### src/rtl/uart_bridge_pkg.sv
// Shared types and constants for the UART word bridge: TX FSM states,
// default acknowledge bytes and the FIFO level width helper.
package uart_bridge_pkg;

  typedef enum logic [2:0] {
    IDLE,
    SEND,
    GUARD,
    WAIT,
    ACK
  } tx_state_e;

  localparam logic [7:0] ACK_INIT_DEFAULT = 8'h99;
  localparam logic [7:0] ACK_NORM_DEFAULT = 8'h66;

  // Occupancy counters must represent 0..depth inclusive.
  function automatic int level_width(input int depth);
    return $clog2(depth) + 1;
  endfunction

endpackage

### src/rtl/uart_rx.sv
// UART receiver, 8N1. Emits a one-cycle ready pulse with the byte and a
// stop-bit error flag; waits for an idle-high line before re-arming.
module uart_rx #(
  parameter int CLK_PER_HALF_BIT = 5208
) (
  input  logic       clk,
  input  logic       rstn,
  input  logic       rxd,
  output logic [7:0] data,
  output logic       ready,
  output logic       ferr
);
  localparam int CW = $clog2(2 * CLK_PER_HALF_BIT) + 1;
  localparam logic [CW-1:0] HALF_END = CW'(CLK_PER_HALF_BIT - 1);
  localparam logic [CW-1:0] BIT_END  = CW'(2 * CLK_PER_HALF_BIT - 1);

  typedef enum logic [2:0] {RX_IDLE, RX_START, RX_DATA, RX_STOP, RX_REARM} rx_state_e;

  rx_state_e     state;
  rx_state_e     next_state;
  logic [CW-1:0] cnt;
  logic [2:0]    bitn;
  logic [7:0]    sh;
  logic          s1;
  logic          s2;
  logic          bit_end;

  assign bit_end = (cnt == BIT_END);

  always_ff @(posedge clk) begin
    if (!rstn) state <= RX_IDLE;
    else       state <= next_state;
  end

  always_comb begin
    next_state = state;
    case (state)
      RX_IDLE:  if (!s2) next_state = RX_START;
      RX_START: if (cnt == HALF_END) next_state = s2 ? RX_IDLE : RX_DATA;
      RX_DATA:  if (bit_end && bitn == 3'd7) next_state = RX_STOP;
      RX_STOP:  if (bit_end) next_state = RX_REARM;
      RX_REARM: if (s2) next_state = RX_IDLE;
      default:  next_state = RX_IDLE;
    endcase
  end

  // Counter restarts on every state change and at each data bit boundary.
  always_ff @(posedge clk) begin
    if (!rstn) begin
      s1    <= 1'b1;
      s2    <= 1'b1;
      cnt   <= '0;
      bitn  <= '0;
      sh    <= '0;
      data  <= '0;
      ready <= 1'b0;
      ferr  <= 1'b0;
    end else begin
      s1    <= rxd;
      s2    <= s1;
      ready <= (state == RX_STOP) && bit_end;
      ferr  <= (state == RX_STOP) && bit_end && !s2;
      if (state != next_state || state == RX_IDLE || (state == RX_DATA && bit_end))
        cnt <= '0;
      else
        cnt <= cnt + 1'b1;
      if (state == RX_START) bitn <= '0;
      if (state == RX_DATA && bit_end) begin
        sh   <= {s2, sh[7:1]};
        bitn <= bitn + 1'b1;
      end
      if (state == RX_STOP && bit_end) data <= sh;
    end
  end

endmodule

### src/rtl/uart_sync_fifo.sv
// Show-ahead synchronous FIFO with full/empty/level status. A write while
// full is accepted only when a read happens in the same cycle.
module uart_sync_fifo
  import uart_bridge_pkg::*;
#(
  parameter int WIDTH = 8,
  parameter int DEPTH = 16
) (
  input  logic                          clk,
  input  logic                          rstn,
  input  logic                          wr_en,
  input  logic [WIDTH-1:0]              wr_data,
  input  logic                          rd_en,
  output logic [WIDTH-1:0]              rd_data,
  output logic                          full,
  output logic                          empty,
  output logic [level_width(DEPTH)-1:0] level
);
  localparam int AW = $clog2(DEPTH);
  localparam int LW = level_width(DEPTH);

  logic [WIDTH-1:0] mem [DEPTH];
  logic [AW-1:0]    wr_ptr;
  logic [AW-1:0]    rd_ptr;
  logic             do_wr;
  logic             do_rd;

  assign empty   = (level == '0);
  assign full    = (level == LW'(DEPTH));
  assign do_rd   = rd_en & ~empty;
  assign do_wr   = wr_en & (~full | do_rd);
  assign rd_data = mem[rd_ptr];

  always_ff @(posedge clk) begin
    if (do_wr) mem[wr_ptr] <= wr_data;
  end

  always_ff @(posedge clk) begin
    if (!rstn) begin
      wr_ptr <= '0;
      rd_ptr <= '0;
      level  <= '0;
    end else begin
      if (do_wr) wr_ptr <= wr_ptr + 1'b1;
      if (do_rd) rd_ptr <= rd_ptr + 1'b1;
      case ({do_wr, do_rd})
        2'b10:   level <= level + 1'b1;
        2'b01:   level <= level - 1'b1;
        default: level <= level;
      endcase
    end
  end

endmodule

### src/rtl/uart_tx.sv
// UART transmitter, 8N1. A start pulse while idle latches the byte; busy
// stays high from the following cycle until the stop bit has completed.
module uart_tx #(
  parameter int CLK_PER_HALF_BIT = 5208
) (
  input  logic       clk,
  input  logic       rstn,
  input  logic       start,
  input  logic [7:0] data,
  output logic       busy,
  output logic       txd
);
  localparam int CW = $clog2(2 * CLK_PER_HALF_BIT) + 1;
  localparam logic [CW-1:0] BIT_END = CW'(2 * CLK_PER_HALF_BIT - 1);

  typedef enum logic [1:0] {TX_IDLE, TX_START, TX_DATA, TX_STOP} txs_state_e;

  txs_state_e    state;
  txs_state_e    next_state;
  logic [CW-1:0] cnt;
  logic [2:0]    bitn;
  logic [7:0]    sh;
  logic          bit_end;

  assign bit_end = (cnt == BIT_END);
  assign busy    = (state != TX_IDLE);

  always_ff @(posedge clk) begin
    if (!rstn) state <= TX_IDLE;
    else       state <= next_state;
  end

  always_comb begin
    next_state = state;
    case (state)
      TX_IDLE:  if (start) next_state = TX_START;
      TX_START: if (bit_end) next_state = TX_DATA;
      TX_DATA:  if (bit_end && bitn == 3'd7) next_state = TX_STOP;
      TX_STOP:  if (bit_end) next_state = TX_IDLE;
      default:  next_state = TX_IDLE;
    endcase
  end

  // txd is registered so the line never glitches between bits.
  always_ff @(posedge clk) begin
    if (!rstn) begin
      cnt  <= '0;
      bitn <= '0;
      sh   <= '0;
      txd  <= 1'b1;
    end else begin
      if (state != next_state || state == TX_IDLE || (state == TX_DATA && bit_end))
        cnt <= '0;
      else
        cnt <= cnt + 1'b1;
      if (state == TX_IDLE && start) begin
        sh   <= data;
        bitn <= '0;
        txd  <= 1'b0;
      end
      if (state == TX_START && bit_end) txd <= sh[0];
      if (state == TX_DATA && bit_end) begin
        sh   <= sh >> 1;
        bitn <= bitn + 1'b1;
        txd  <= (bitn == 3'd7) ? 1'b1 : sh[1];
      end
    end
  end

endmodule

### src/rtl/uart_word_bridge.sv
// Host-link bridge: UART bytes <-> 8*BYTES-bit words through RX/TX FIFOs.
// Define UART_BRIDGE_ACK_EN to build the per-word acknowledge byte path.
module uart_word_bridge
  import uart_bridge_pkg::*;
#(
  parameter int         CLK_PER_HALF_BIT = 5208,
  parameter int         BYTES            = 4,
  parameter int         DEPTH            = 16,
  parameter logic [7:0] ACK_INIT         = ACK_INIT_DEFAULT,
  parameter logic [7:0] ACK_NORM         = ACK_NORM_DEFAULT
) (
  input  logic                          clk,
  input  logic                          rstn,
  input  logic                          rxd,
  output logic                          txd,
  output logic [8*BYTES-1:0]            rx_word,
  output logic                          rx_valid,
  input  logic                          rx_ready,
  input  logic [8*BYTES-1:0]            tx_word,
  input  logic                          tx_valid,
  output logic                          tx_ready,
  input  logic                          init_done,
  output logic [level_width(DEPTH)-1:0] rx_level,
  output logic                          overflow,
  output logic                          frame_err,
  input  logic                          clr_err
);
  localparam int W   = 8 * BYTES;
  localparam int LW  = level_width(DEPTH);
  localparam int BIW = (BYTES > 1) ? $clog2(BYTES) : 1;
  localparam logic [BIW-1:0] LAST = BIW'(BYTES - 1);

  logic [7:0]     rxb_data;
  logic           rxb_ready;
  logic           rxb_ferr;
  logic [BIW-1:0] bi;
  logic [W-1:0]   asm_word;
  logic [W-1:0]   push_word;
  logic [W-1:0]   rx_head;
  logic           rx_push;
  logic           rx_pop;
  logic           rx_full;
  logic           rx_empty;
  logic           rx_accept;

  uart_rx #(.CLK_PER_HALF_BIT(CLK_PER_HALF_BIT)) u_rx (
    .clk(clk), .rstn(rstn), .rxd(rxd),
    .data(rxb_data), .ready(rxb_ready), .ferr(rxb_ferr)
  );

  always_comb begin
    push_word = asm_word;
    push_word[int'(bi) * 8 +: 8] = rxb_data;
  end

  assign rx_push   = rxb_ready & ~rxb_ferr & (bi == LAST);
  assign rx_pop    = rx_ready & ~rx_empty;
  assign rx_accept = rx_push & (~rx_full | rx_pop);

  // A stop-bit error throws away the partially assembled word.
  always_ff @(posedge clk) begin
    if (!rstn) begin
      bi       <= '0;
      asm_word <= '0;
    end else if (rxb_ready) begin
      if (rxb_ferr || bi == LAST) begin
        bi <= '0;
      end else begin
        bi       <= bi + 1'b1;
        asm_word <= push_word;
      end
    end
  end

  always_ff @(posedge clk) begin
    if (!rstn) begin
      overflow  <= 1'b0;
      frame_err <= 1'b0;
    end else begin
      if (rx_push && rx_full && !rx_pop) overflow <= 1'b1;
      else if (clr_err)                  overflow <= 1'b0;
      if (rxb_ready && rxb_ferr)         frame_err <= 1'b1;
      else if (clr_err)                  frame_err <= 1'b0;
    end
  end

  uart_sync_fifo #(.WIDTH(W), .DEPTH(DEPTH)) u_rx_fifo (
    .clk(clk), .rstn(rstn),
    .wr_en(rx_push), .wr_data(push_word),
    .rd_en(rx_pop), .rd_data(rx_head),
    .full(rx_full), .empty(rx_empty), .level(rx_level)
  );

  assign rx_valid = ~rx_empty;
  assign rx_word  = rx_empty ? '0 : rx_head;

  logic [W-1:0]   tx_head;
  logic           tx_full;
  logic           tx_empty;
  logic           tx_pop;
  logic [LW-1:0]  tx_level_unused;
  tx_state_e      state;
  tx_state_e      next_state;
  logic [W-1:0]   shreg;
  logic [BIW-1:0] k;
  logic [BIW-1:0] k_last;
  logic           k_inc;
  logic           tx_start;
  logic           tx_busy;
  logic [7:0]     tx_data;

  assign tx_ready = ~tx_full;

  uart_sync_fifo #(.WIDTH(W), .DEPTH(DEPTH)) u_tx_fifo (
    .clk(clk), .rstn(rstn),
    .wr_en(tx_valid & tx_ready), .wr_data(tx_word),
    .rd_en(tx_pop), .rd_data(tx_head),
    .full(tx_full), .empty(tx_empty), .level(tx_level_unused)
  );

`ifdef UART_BRIDGE_ACK_EN
  logic [LW-1:0] pend;
  logic [7:0]    ack_byte;
  logic          ack_inc;
  logic          ack_dec;

  assign ack_dec = (state == ACK);
  assign ack_inc = rx_accept & ((pend != {LW{1'b1}}) | ack_dec);

  // The ack value follows init_done at the moment the word enters the FIFO.
  always_ff @(posedge clk) begin
    if (!rstn) begin
      pend     <= '0;
      ack_byte <= ACK_NORM;
    end else begin
      if (rx_accept) ack_byte <= init_done ? ACK_INIT : ACK_NORM;
      case ({ack_inc, ack_dec})
        2'b10:   pend <= pend + 1'b1;
        2'b01:   pend <= pend - 1'b1;
        default: pend <= pend;
      endcase
    end
  end
`else
  logic unused_ack;
  assign unused_ack = ^{init_done, ACK_INIT, ACK_NORM, rx_accept};
`endif

  always_ff @(posedge clk) begin
    if (!rstn) state <= IDLE;
    else       state <= next_state;
  end

  always_comb begin
    next_state = state;
    tx_pop     = 1'b0;
    tx_start   = 1'b0;
    k_inc      = 1'b0;
    case (state)
      IDLE: begin
`ifdef UART_BRIDGE_ACK_EN
        if (pend != '0) next_state = ACK;
        else
`endif
        if (!tx_empty) begin
          tx_pop     = 1'b1;
          next_state = SEND;
        end
      end
`ifdef UART_BRIDGE_ACK_EN
      ACK:   next_state = SEND;
`endif
      SEND: begin
        tx_start   = 1'b1;
        next_state = GUARD;
      end
      GUARD: next_state = WAIT;
      WAIT: begin
        if (!tx_busy) begin
          if (k == k_last) begin
            next_state = IDLE;
          end else begin
            k_inc      = 1'b1;
            next_state = SEND;
          end
        end
      end
      default: next_state = IDLE;
    endcase
  end

  // An ack reuses the word datapath as a one-byte word in lane 0.
  always_ff @(posedge clk) begin
    if (!rstn) begin
      shreg  <= '0;
      k      <= '0;
      k_last <= '0;
    end else begin
      if (tx_pop) begin
        shreg  <= tx_head;
        k      <= '0;
        k_last <= LAST;
      end
      if (k_inc) k <= k + 1'b1;
`ifdef UART_BRIDGE_ACK_EN
      if (state == ACK) begin
        shreg  <= W'(ack_byte);
        k      <= '0;
        k_last <= '0;
      end
`endif
    end
  end

  assign tx_data = shreg[int'(k) * 8 +: 8];

  uart_tx #(.CLK_PER_HALF_BIT(CLK_PER_HALF_BIT)) u_tx (
    .clk(clk), .rstn(rstn),
    .start(tx_start), .data(tx_data),
    .busy(tx_busy), .txd(txd)
  );

endmodule
### config.mk
export PLATFORM = sky130hd
export DESIGN_NAME = uart_word_bridge
export DESIGN_NICKNAME = d
export VERILOG_FILES = /design/src/rtl/uart_bridge_pkg.sv /design/src/rtl/uart_rx.sv /design/src/rtl/uart_sync_fifo.sv /design/src/rtl/uart_tx.sv /design/src/rtl/uart_word_bridge.sv
export SDC_FILE = /design/constraint.sdc
export NUM_CORES = 1
export LEC_CHECK = 0
export BUFFER_PORTS_ARGS = -buffer_cell sky130_fd_sc_hd__buf_2
export CAP_MARGIN = 15
export CORE_MARGIN = 3
export CORE_UTILIZATION = 60
export DETAILED_ROUTE_END_ITERATION = 16
export PLACE_DENSITY_LB_ADDON = 0.25
export SLEW_MARGIN = 20
export SYNTH_ARGS = -nofsm -noshare
export SYNTH_HDL_FRONTEND = slang
export SYNTH_HIERARCHICAL = 1
export SYNTH_SLANG_ARGS = --single-unit
### constraint.sdc
create_clock -name clk -period 4.1 [get_ports clk]
set_input_delay 0.615 -clock clk [delete_from_list [all_inputs] [get_ports clk]]
set_output_delay 0.615 -clock clk [all_outputs]
set_load 0.01 [all_outputs]
==> results.py, run 1 <==
metrics = {
    "timing": {
        "post-route-period-util_pct": 85.4,
        "grt_setup_unrepaired": "no",
        "timing.slew.headroom_pct": 24.2,
        "fin_setup_tns_ps": 0,
        "drv_slew": 0,
        "final.setup_skew_ps": 47.8,
        "finalCriticalPeriod_ps": 3500,
        "setup_viol": 0,
        "hold_viol_final": 0,
        "fmax_mhz": 285,
        "tightest_slew_ps": 1140,
    },
    "routing": {
        "drc": 0,
        "wirelength_um": 104000,
        "drt_pass1_iterations": 6,
        "antenna_left": 0,
        "vias": 24800,
        "wl_per_cell_um": 26.8,
        "vias_per_cell": 6.37,
        "drt_iter0_drc": 2878,
    },
    "clocking": {
        "cts_setup_buffers": 0,
        "root_buffer": "clkbuf_16",
        "path_clk_slew_ps": 60,
        "cts_tree": "done",
        "cts_resized": 0,
        "cts_sinks": 1201,
        "clockBufferDepth": 3,
        "htreeDepth": 3,
        "ctsHoldBuffers": 0,
        "cts_buffers": 113,
        "clk_latency_ps": 670,
    },
    "final_layout": {
        "final_cell_mix": "edfxtp_1 (1024), mux4_2 (264), nand2_1 (236)",
        "layout.area.seq_um2": 34300,
        "area_growth_pct": 11.9,
        "final_area_um2": 53000,
        "drive_gt1_share_pct": 23.5,
        "nFillCells": 4854,
        "fin_nets": 2833,
        "multi_input_area_um2": 12300,
        "final_common_cell": "edfxtp_1",
    },
    "power_and_ir_drop": {
        "ir_worst_vdd_mv": 0.480,
        "p_leak_nw": 17.5,
        "clockPowerShare_pct": 37.7,
        "combinationalPowerShare_pct": 11.2,
        "p_per_area_nw_per_um2": 516,
        "switchingPower_mw": 6.37,
        "seq_power_share_pct": 51.1,
        "internal_power_mw": 20.9,
        "power.total_mw": 27.3,
        "p_sw_share_pct": 23.3,
    },
    "status": {
        "status": "finished clean",
    },
    "worst_setup_path": {
        "critPathCapture": "u_tx_fifo/mem[10][31]$_DFFE_PP_",
        "endpoint_kind": "flop",
        "start_kind": "flop",
        "timing.rr.start": "u_tx_fifo/level[0]$_SDFFE_PN0P_",
        "critPathSlowestCell": "and2_2",
        "crit_fanout": 28,
        "worstPathCellList": "or4_4, nor2_1, nand2b_1, inv_2, nand2b_1, o21ai_4, nor3b_1, and2_2, buf_4",
        "r2r_slack_ps": 600,
        "timing.rr.end": "u_tx_fifo/mem[10][31]$_DFFE_PP_",
        "arrival_ps": 3880,
        "rr_worst_depth": 9,
        "path_class": "flop to flop",
        "crit_top_cell": "nand2b_1",
        "critPathLaunch": "u_tx_fifo/level[0]$_SDFFE_PN0P_",
        "cp_slowest_stage_delay_ps": 990,
        "worstPathRequired_ps": 4480,
    },
    "placed_design": {
        "placed_area_um2": 49200,
        "port_buffers": 79,
        "dp_hpwl_um": 58400,
        "place_congestion": 0.880,
    },
    "synthesis": {
        "ys_seq_elements": 1201,
        "ys.warnings.count": 6,
        "synth_top_area_share_pct": 65.0,
        "ys_seq_area_share_pct": 72.5,
        "synthMuxAreaShare_pct": 13.4,
        "synth_edf_count": 1024,
        "synthFlopType": "edfxtp_1",
        "synth_area_um2": 47300,
        "synth_nets": 2701,
        "synthAdderAreaFrac_pct": 0.931,
        "synth_compound_area_share_pct": 4.94,
        "ys_types": 75,
        "yosys.area_share.xor_xnor_pct": 0.629,
        "synth_top_family_by_area": "multiplexers",
        "synth_area_leaders": "edfxtp_1 (65%), mux4_2 (13%), dfxtp_1 (7.5%)",
        "synth_cells": 2628,
        "synth-simple-area-share_pct": 5.85,
        "avgSynthCellArea_um2": 18.0,
        "yosys.area.top_type": "edfxtp_1",
        "async_flop_share_pct": 0,
    },
    "die": {
        "die-area_um2": 82300,
        "rows": 102,
        "io_pins": 81,
        "initial_core_util_pct": 60.8,
        "die_h_um": 287,
        "chipWidth_um": 287,
        "core_um2": 77800,
    },
    "grt": {
        "antenna_found_initial": 3,
        "grt_pass1_wl_um": 158000,
        "grt_max_degree": 96,
        "grt_use_total_pct": 25.8,
        "grt_pass1_vias": 25800,
        "grt_overflow": 0,
    },
    "min_path": {
        "worstHoldPathType": "primary input to flop",
    },
    "flow_run": {
        "cap_violations": 0,
    },
}
## worst max-delay path, delay by kind of cell, from the launching register on
family	cells	cell delay, ps
AO/OA/AOI/OAI	1	110
AND/OR/NAND/NOR	6	2160
flip-flops	1	410
buffers and inverters	2	520
## how the worst min path moves through the flow
stage | start | endpoint | slack (ps) | depth (start not counted)
floorplan | u_rx/s1$_SDFF_PN1_ | u_rx/s2$_SDFF_PN1_ | 390 | 1
global placement | u_rx/s1$_SDFF_PN1_ | u_rx/s2$_SDFF_PN1_ | 420 | 1
detailed placement | u_rx/s1$_SDFF_PN1_ | u_rx/s2$_SDFF_PN1_ | 410 | 1
CTS | rxd | u_rx/s1$_SDFF_PN1_ | 170 | 2
global route | rxd | u_rx/s1$_SDFF_PN1_ | 180 | 2
finish | rxd | u_rx/s1$_SDFF_PN1_ | 190 | 2
## synth_stat cells (all sizes together), types with 3 or more instances
cell and count:
edfxtp 1024, mux4 264, nand2 236, dfxtp 177
a22oi 131, clkbuf 81, buf 65, nor2b 65
nor2 58, inv 55, o21ai 47, a21boi 45
and2 45, mux2i 35, o22ai 33, ha 32
nand3 28, xnor2 23, nand4 18, nand2b 17
and3 15, a21oi 12, xor2 11, nor3b 10
o21a 10, a22o 8, nand3b 8, nor3 8
nor4 7, o311a 7, or3 6, and4 5
o211ai 5, a211oi 4, or4 4, a31oi 3
and4bb 3
## sequential cells by signal, summed over array words and instances, names as in the netlist, 8 cells and up, named ones only
signal	flops
asm_word	32
shreg	32
u_rx/cnt	15
u_rx/data	8
u_rx/sh	8
u_rx_fifo/mem	512
u_tx/cnt	15
u_tx/sh	8
u_tx_fifo/mem	512
## power by group through the flow
| stage | sequential, mW | clock, mW | combinational, mW |
|---|---|---|---|
| after detailed placement | 14.2 | 0 | 3.07 |
| after CTS | 14.0 | 10.5 | 3.10 |
| final | 14.0 | 10.3 | 3.07 |
| after global placement | 14.2 | 0 | 2.95 |
| after floorplan | 14.0 | 0 | 2.40 |
| after global routing | 14.0 | 10.9 | 3.33 |
## layer usage
layer	vias up	track usage (%)	part of all wire, %
li1	10700	-	-
met1	12900	32.8	37
met2	1005	45.7	53
met3	249	3.31	6.0
met4	2	10.3	4.2
met5	-	0	0.0067
## through the flow
step / std cells / setup slack (ps) / hold WS [ps] / utilization [%]
floorplan: 2628 / 819 / 386 / -
global placement: 3684 / 818 / 416 / 63.2
detailed placement: 3684 / 664 / 406 / 63.2
CTS: 3895 / 534 / 171 / 68.0
global route: 3897 / 443 / 176 / 68.0
finish: 3898 / 597 / 187 / 68.0
## cells by family after synthesis
family          count (synthesis)
mux                           300
fa+ha+maj                      34
simple gates                  541
flops                        1201
buf+inv                       201
compound gates                317
xor+xnor                       34
## area by class of cell
type | instances | share of cell area, %
clock buffer | 146 | 5.91
antenna | 2 | 0.00945
timing repair buffer | 163 | 2.15
tap | 1040 | 2.46
inverter | 55 | 0.390
multi-input combinational | 1226 | 23.2
sequential | 1201 | 64.8
clock inverter | 65 | 1.13
Note: power is estimated with default switching activity, not from simulation.
==> run 2, diff against run 1 <==
- CORE_ASPECT_RATIO: unset -> 2
- SKIP_LAST_GASP: unset -> 1
==> run 2 against run 1 <==
  * Highest routed layer unchanged
  * Die area rose by 0.25%
  * Critical path type is now flop to output pin
  * Largest power group unchanged
  * Critical endpoint is now rx_word[0]
  * Worst setup slack got worse by 96 ps
  * Sequential share of layout area rose by 0.48 points
  * Global-route usage rose by 0.81 points
  * Maximum frequency fell by 2.7%
  * Largest cell class unchanged
==> results.py, run 2 (same netlist as run 1, synthesis figures left out) <==
metrics = {
    "power_and_ir_drop": {
        "p_leak_nw": 17.3,
        "p_per_area_nw_per_um2": 507,
        "ir_worst_vdd_mv": 0.514,
    },
    "timing": {
        "setup_viol": 0,
        "worst_slack_ps": 501,
        "fmax_mhz": 278,
        "grt_setup_unrepaired": "no",
        "timing.slew.headroom_pct": 26.1,
        "fin_setup_tns_ps": 0,
        "final.setup_skew_ps": 31.7,
        "hold_viol_final": 0,
        "post-route-period-util_pct": 87.8,
        "tightest_slew_ps": 1110,
        "finalCriticalPeriod_ps": 3600,
        "drv_slew": 0,
    },
    "clocking": {
        "path_clk_slew_ps": 70,
        "cts_tree": "done",
        "root_buffer": "clkbuf_16",
        "htreeDepth": 3,
        "ctsHoldBuffers": 0,
        "clockBufferDepth": 3,
        "cts_resized": 0,
        "clk_latency_ps": 700,
        "cts_buffers": 97,
        "cts_setup_buffers": 0,
        "cts_sinks": 1201,
    },
    "placed_design": {
        "dp.cells": 3683,
        "placed_area_um2": 49200,
        "port_buffers": 79,
        "dpl_worst_slack_ps": 596,
        "place_congestion": 0.891,
        "dp_hpwl_um": 65000,
    },
    "min_path": {
        "worstHoldPathType": "primary input to flop",
        "worstHoldStart": "rxd",
    },
    "die": {
        "chipWidth_um": 205,
        "rows": 145,
        "core_um2": 78200,
        "die_h_um": 403,
        "die-area_um2": 82500,
        "initial_core_util_pct": 60.5,
        "io_pins": 81,
    },
    "grt": {
        "antenna_found_initial": 5,
        "grt_use_total_pct": 26.7,
        "grt_max_degree": 67,
        "grt_pass1_wl_um": 162000,
        "grt_pass1_vias": 26700,
        "grt_overflow": 0,
    },
    "worst_setup_path": {
        "crit_fanout": 24,
        "critPathSlowestCell": "dfxtp_4",
        "worstPathRequired_ps": 3480,
        "path_class": "flop to output pin",
        "timing.rr.start": "u_rx_fifo/level[0]$_SDFFE_PN0P_",
        "arrival_ps": 2980,
        "endpoint_kind": "output pin",
        "cp_slowest_stage_delay_ps": 670,
        "r2r_slack_ps": 560,
        "start_kind": "flop",
        "worstPathCellList": "buf_4, mux4_2, a22oi_1, nand2_1, nor2b_1, buf_2",
    },
    "final_layout": {
        "final_area_um2": 52600,
        "num_antenna_cells": 0,
        "layout.area.seq_um2": 34300,
        "top_regs": "u_rx_fifo/mem x512, u_tx_fifo/mem x512",
        "area_growth_pct": 11.1,
        "drive_gt1_share_pct": 23.6,
        "final_common_cell": "edfxtp_1",
        "multi_input_area_um2": 12300,
        "fin_nets": 2827,
        "final_cell_mix": "edfxtp_1 (1024), mux4_2 (264), nand2_1 (236)",
        "nFillCells": 5004,
        "instances_no_fill": 3868,
    },
    "routing": {
        "drc": 0,
        "drt_pass1_iterations": 6,
        "antenna_left": 0,
        "wirelength_um": 107000,
        "vias_per_cell": 6.39,
        "vias": 24700,
        "wl_per_cell_um": 27.7,
        "drt_iter0_drc": 2012,
    },
    "flow_run": {
        "cap_violations": 0,
    },
    "status": {
        "status": "finished clean",
    },
}
run 2: changes by cell type in the layout (fill, tap and decap cells not counted), sizes merged:
cell / before / now
clkbuf: 146 / 115
clkinv: 49 / 38
buf: 163 / 173
clkinvlp: 5 / 12
bufinv: 9 / 13
inv: 57 / 61
diode: 2 / 0
run 2: area by class of cell:
cell class              count  share of cell area [%]
flip-flops and latches   1201                    65.3
multi-input cells        1226                    23.4
clock buffers             115                    4.81
well taps                1029                    2.45
repair buffers            173                    2.29
clock inverters            69                    1.44
inverters                  55                   0.393
run 2: stage by stage:
| step | power (mW) | hold slack (ps) | util (%) |
|---|---|---|---|
| 2_1_floorplan | 16.4 | 386 | - |
| 3_3_place_gp | 17.3 | 402 | 63.0 |
| 3_5_place_dp | 17.4 | 410 | 63.0 |
| 4_1_cts | 26.9 | 104 | 67.2 |
| 5_1_grt | 27.5 | 165 | 67.2 |
| 6_report | 26.7 | 149 | 67.2 |
run 2: worst max-delay path: cells and delay by family (launching register included):
family | cells | cell delay, ps
flip-flops | 1 | 670
buffers and inverters | 2 | 570
multiplexers | 1 | 570
AO/OA/AOI/OAI | 1 | 240
AND/OR/NAND/NOR | 2 | 220
run 2: power by group:
| group | switching, mW | internal, mW | total [mW] | leakage, nW |
|---|---|---|---|---|
| sequential | 0.295 | 13.6 | 13.9 | 11.3 |
| combinational | 1.84 | 1.37 | 3.20 | 4.43 |
| clock | 4.29 | 5.28 | 9.57 | 1.57 |
run 2: routing by layer:
| layer | vias up | GRT usage [%] | routed length, µm |
|---|---|---|---|
| li1 | 10700 | - | - |
| met1 | 12800 | 29.4 | 34900 |
| met2 | 984 | 49.7 | 60300 |
| met3 | 299 | 3.69 | 6090 |
| met4 | 2 | 13.5 | 5700 |
| met5 | - | 0 | 13 |
run 2: worst paths after layout:
check | cells past startpoint | to
max | 6 | rx_word[0]
min | 2 | u_rx/s1$_SDFF_PN1_
max reg2reg | 9 | u_rx_fifo/mem[0][6]$_DFFE_PP_
min reg2reg | 1 | u_rx/s2$_SDFF_PN1_
==> run 3, diff against run 2 <==
- ABC_AREA: unset -> 1
- CORE_UTILIZATION: 60 -> 45
==> run 3 against run 2 <==
  * Worst setup slack better by 200 ps
  * Critical endpoint is now rx_word[4]
  * Power increased by 6.8%
  * Cell area grew 7.4%
  * Sequential power about the same
  * Flip-flop and latch count is the same
  * Highest routed layer unchanged
==> results.py, run 3 <==
metrics = {
    "die": {
        "die_h_um": 482,
        "initial_core_util_pct": 45.3,
        "rows": 174,
        "chipWidth_um": 244,
        "io_pins": 81,
        "die-area_um2": 118000,
        "core_um2": 113000,
    },
    "power_and_ir_drop": {
        "p_per_area_nw_per_um2": 505,
        "power.total_mw": 28.5,
        "p_leak_nw": 20.5,
        "ir_worst_vdd_mv": 0.439,
    },
    "final_layout": {
        "final_cell_mix": "edfxtp_1 (1024), inv_1 (720), nand2_1 (456)",
        "final_area_um2": 56400,
        "drive_gt1_share_pct": 10.3,
        "nFillCells": 9831,
        "area_growth_pct": 10.6,
        "fin_nets": 4649,
        "multi_input_area_um2": 12400,
        "layout.area.seq_um2": 34300,
        "top_regs": "u_rx_fifo/mem x512, u_tx_fifo/mem x512",
        "final_common_cell": "edfxtp_1",
    },
    "clocking": {
        "cts_tree": "done",
        "root_buffer": "clkbuf_16",
        "path_clk_slew_ps": 70,
        "cts_sinks": 1201,
        "cts_setup_buffers": 0,
        "cts_resized": 0,
        "htreeDepth": 3,
        "clockBufferDepth": 3,
        "ctsHoldBuffers": 0,
        "clk_latency_ps": 710,
        "cts_buffers": 105,
    },
    "synthesis": {
        "ys_seq_elements": 1201,
        "ys_types": 46,
        "synth_nets": 4605,
        "yosys.area_share.xor_xnor_pct": 0.532,
        "synthMuxAreaShare_pct": 0,
        "ys.warnings.count": 6,
        "synthFlopType": "edfxtp_1",
        "synth-simple-area-share_pct": 11.1,
        "synth_top_area_share_pct": 60.3,
        "avgSynthCellArea_um2": 11.3,
        "synth_top_family_by_area": "compound AO/OA/AOI/OAI gates",
        "synth_cells": 4532,
        "synth_area_um2": 51000,
        "synth_edf_count": 1024,
        "ys_top_cells_by_count": "edfxtp_1 (1024), inv_1 (722), nand2_1 (456)",
        "ys_seq_area_share_pct": 67.2,
        "async_flop_share_pct": 0,
        "synthAdderAreaFrac_pct": 0.863,
        "synth_area_leaders": "edfxtp_1 (60%), dfxtp_1 (6.9%), inv_1 (5.3%)",
        "synth.most_common_cell": "edfxtp_1",
        "yosys.area.top_type": "edfxtp_1",
        "synth_compound_area_share_pct": 11.3,
    },
    "routing": {
        "wirelength_um": 118000,
        "wl_per_cell_um": 19.2,
        "vias_per_cell": 5.21,
        "vias": 32100,
        "antenna_left": 0,
        "drt_iter0_drc": 1944,
        "drt_pass1_iterations": 7,
        "drc": 0,
    },
    "grt": {
        "grt_max_degree": 161,
        "grt_pass1_vias": 31100,
        "antenna_found_initial": 8,
        "grt_pass1_wl_um": 181000,
        "grt_use_total_pct": 20.1,
        "grt_overflow": 0,
    },
    "placed_design": {
        "dpl_worst_slack_ps": 1040,
        "port_buffers": 79,
        "place_congestion": 0.810,
        "dp_hpwl_um": 71700,
        "placed_area_um2": 53000,
    },
    "timing": {
        "drv_slew": 0,
        "final.setup_skew_ps": 25.1,
        "post-route-period-util_pct": 82.9,
        "worst_slack_ps": 701,
        "fmax_mhz": 294,
        "hold_viol_final": 0,
        "fin_setup_tns_ps": 0,
        "setup_viol": 0,
        "grt_setup_unrepaired": "no",
        "timing.slew.headroom_pct": 35.7,
        "tightest_slew_ps": 965,
        "finalCriticalPeriod_ps": 3400,
    },
    "worst_setup_path": {
        "crit_fanout": 40,
        "path_class": "flop to output pin",
        "cp_slowest_stage_delay_ps": 690,
        "rr_worst_depth": 8,
        "critPathSlowestCell": "dfxtp_4",
        "cp_top_family": "buffers and inverters",
        "worstPathRequired_ps": 3480,
        "start_kind": "flop",
        "crit_top_cell": "nand3_1",
        "endpoint_kind": "output pin",
        "path_buf_inv": 4,
        "arrival_ps": 2780,
        "cp.depth": 10,
        "worstPathCellList": "buf_12, buf_4, a21oi_1, o21ai_1, nand3_1, nand3_1, nand2_1, inv_1, nor2_1, buf_2",
    },
    "flow_run": {
        "cap_violations": 0,
    },
    "min_path": {
        "hold_path_depth": 4,
        "worstHoldPathType": "primary input to flop",
    },
    "status": {
        "status": "finished clean",
    },
}
-- run 3: per-stage QoR --
stage	cells	utilization (%)	hold WS, ps
final	6166	50.1	176
after detailed placement	5965	47.0	420
after floorplan	4532	-	393
after global placement	5965	47.0	426
after CTS	6163	50.1	116
after global routing	6164	50.1	168
-- run 3: area by class of cell --
cell class	instances	area share (%)
Sequential cell	1201	60.8
Multi-Input combinational cell	2331	22.0
Clock buffer	136	4.97
Inverter	742	4.94
Tap cell	1496	3.32
Timing Repair Buffer	195	2.78
Clock inverter	62	1.20
Antenna cell	3	0.0133
-- run 3: worst paths after layout --
| path | start | endpoint | slack (ps) |
|---|---|---|---|
| worst max-delay path | flop | rx_word[4] | 700 |
| worst min-delay path | clr_err | frame_err$_SDFFE_PN0P_ | 180 |
| worst max register to register | bi[0]$_SDFFE_PN0P_ | u_rx_fifo/mem[13][24]$_DFFE_PP_ | 1030 |
| worst min register to register | u_rx/s1$_SDFF_PN1_ | u_rx/s2$_SDFF_PN1_ | 430 |
-- run 3: tightest hold or removal path, stage by stage --
cell and delay (ps):
buf_2 70, inv_1 40, nand2_1 50, a21oi_1 50
-- run 3: layer usage --
metal | GRT usage [%] | vias to the layer above | part of all wire, %
met3 | 2.53 | 213 | 4.1
li1 | - | 15700 | -
met5 | 0 | - | 0.029
met1 | 21.2 | 15500 | 36
met4 | 7.66 | 6 | 3.2
met2 | 40.1 | 663 | 57
-- run 3: power breakdown --
| group | internal, mW | leakage [nW] | switching [mW] | total, mW |
|---|---|---|---|---|
| sequential | 13.6 | 11.7 | 0.380 | 14.0 |
| combinational | 1.49 | 7.13 | 3.02 | 4.51 |
| clock | 5.62 | 1.68 | 4.39 | 10.0 |
| total | 20.7 | 20.5 | 7.78 | 28.5 |
-- run 3: cells by family (layout without fill, tap and decap cells) --
kind of cell | after synthesis | count (layout)
AOI/OAI and AO/OA | 1015 | 1015
xor gates and xnor gates | 31 | 31
adders and majority gates | 34 | 34
buffers and inverters | 1000 | 1135
and+or+nand+nor | 1251 | 1251
DFF | 1201 | 1201
other | 0 | 3
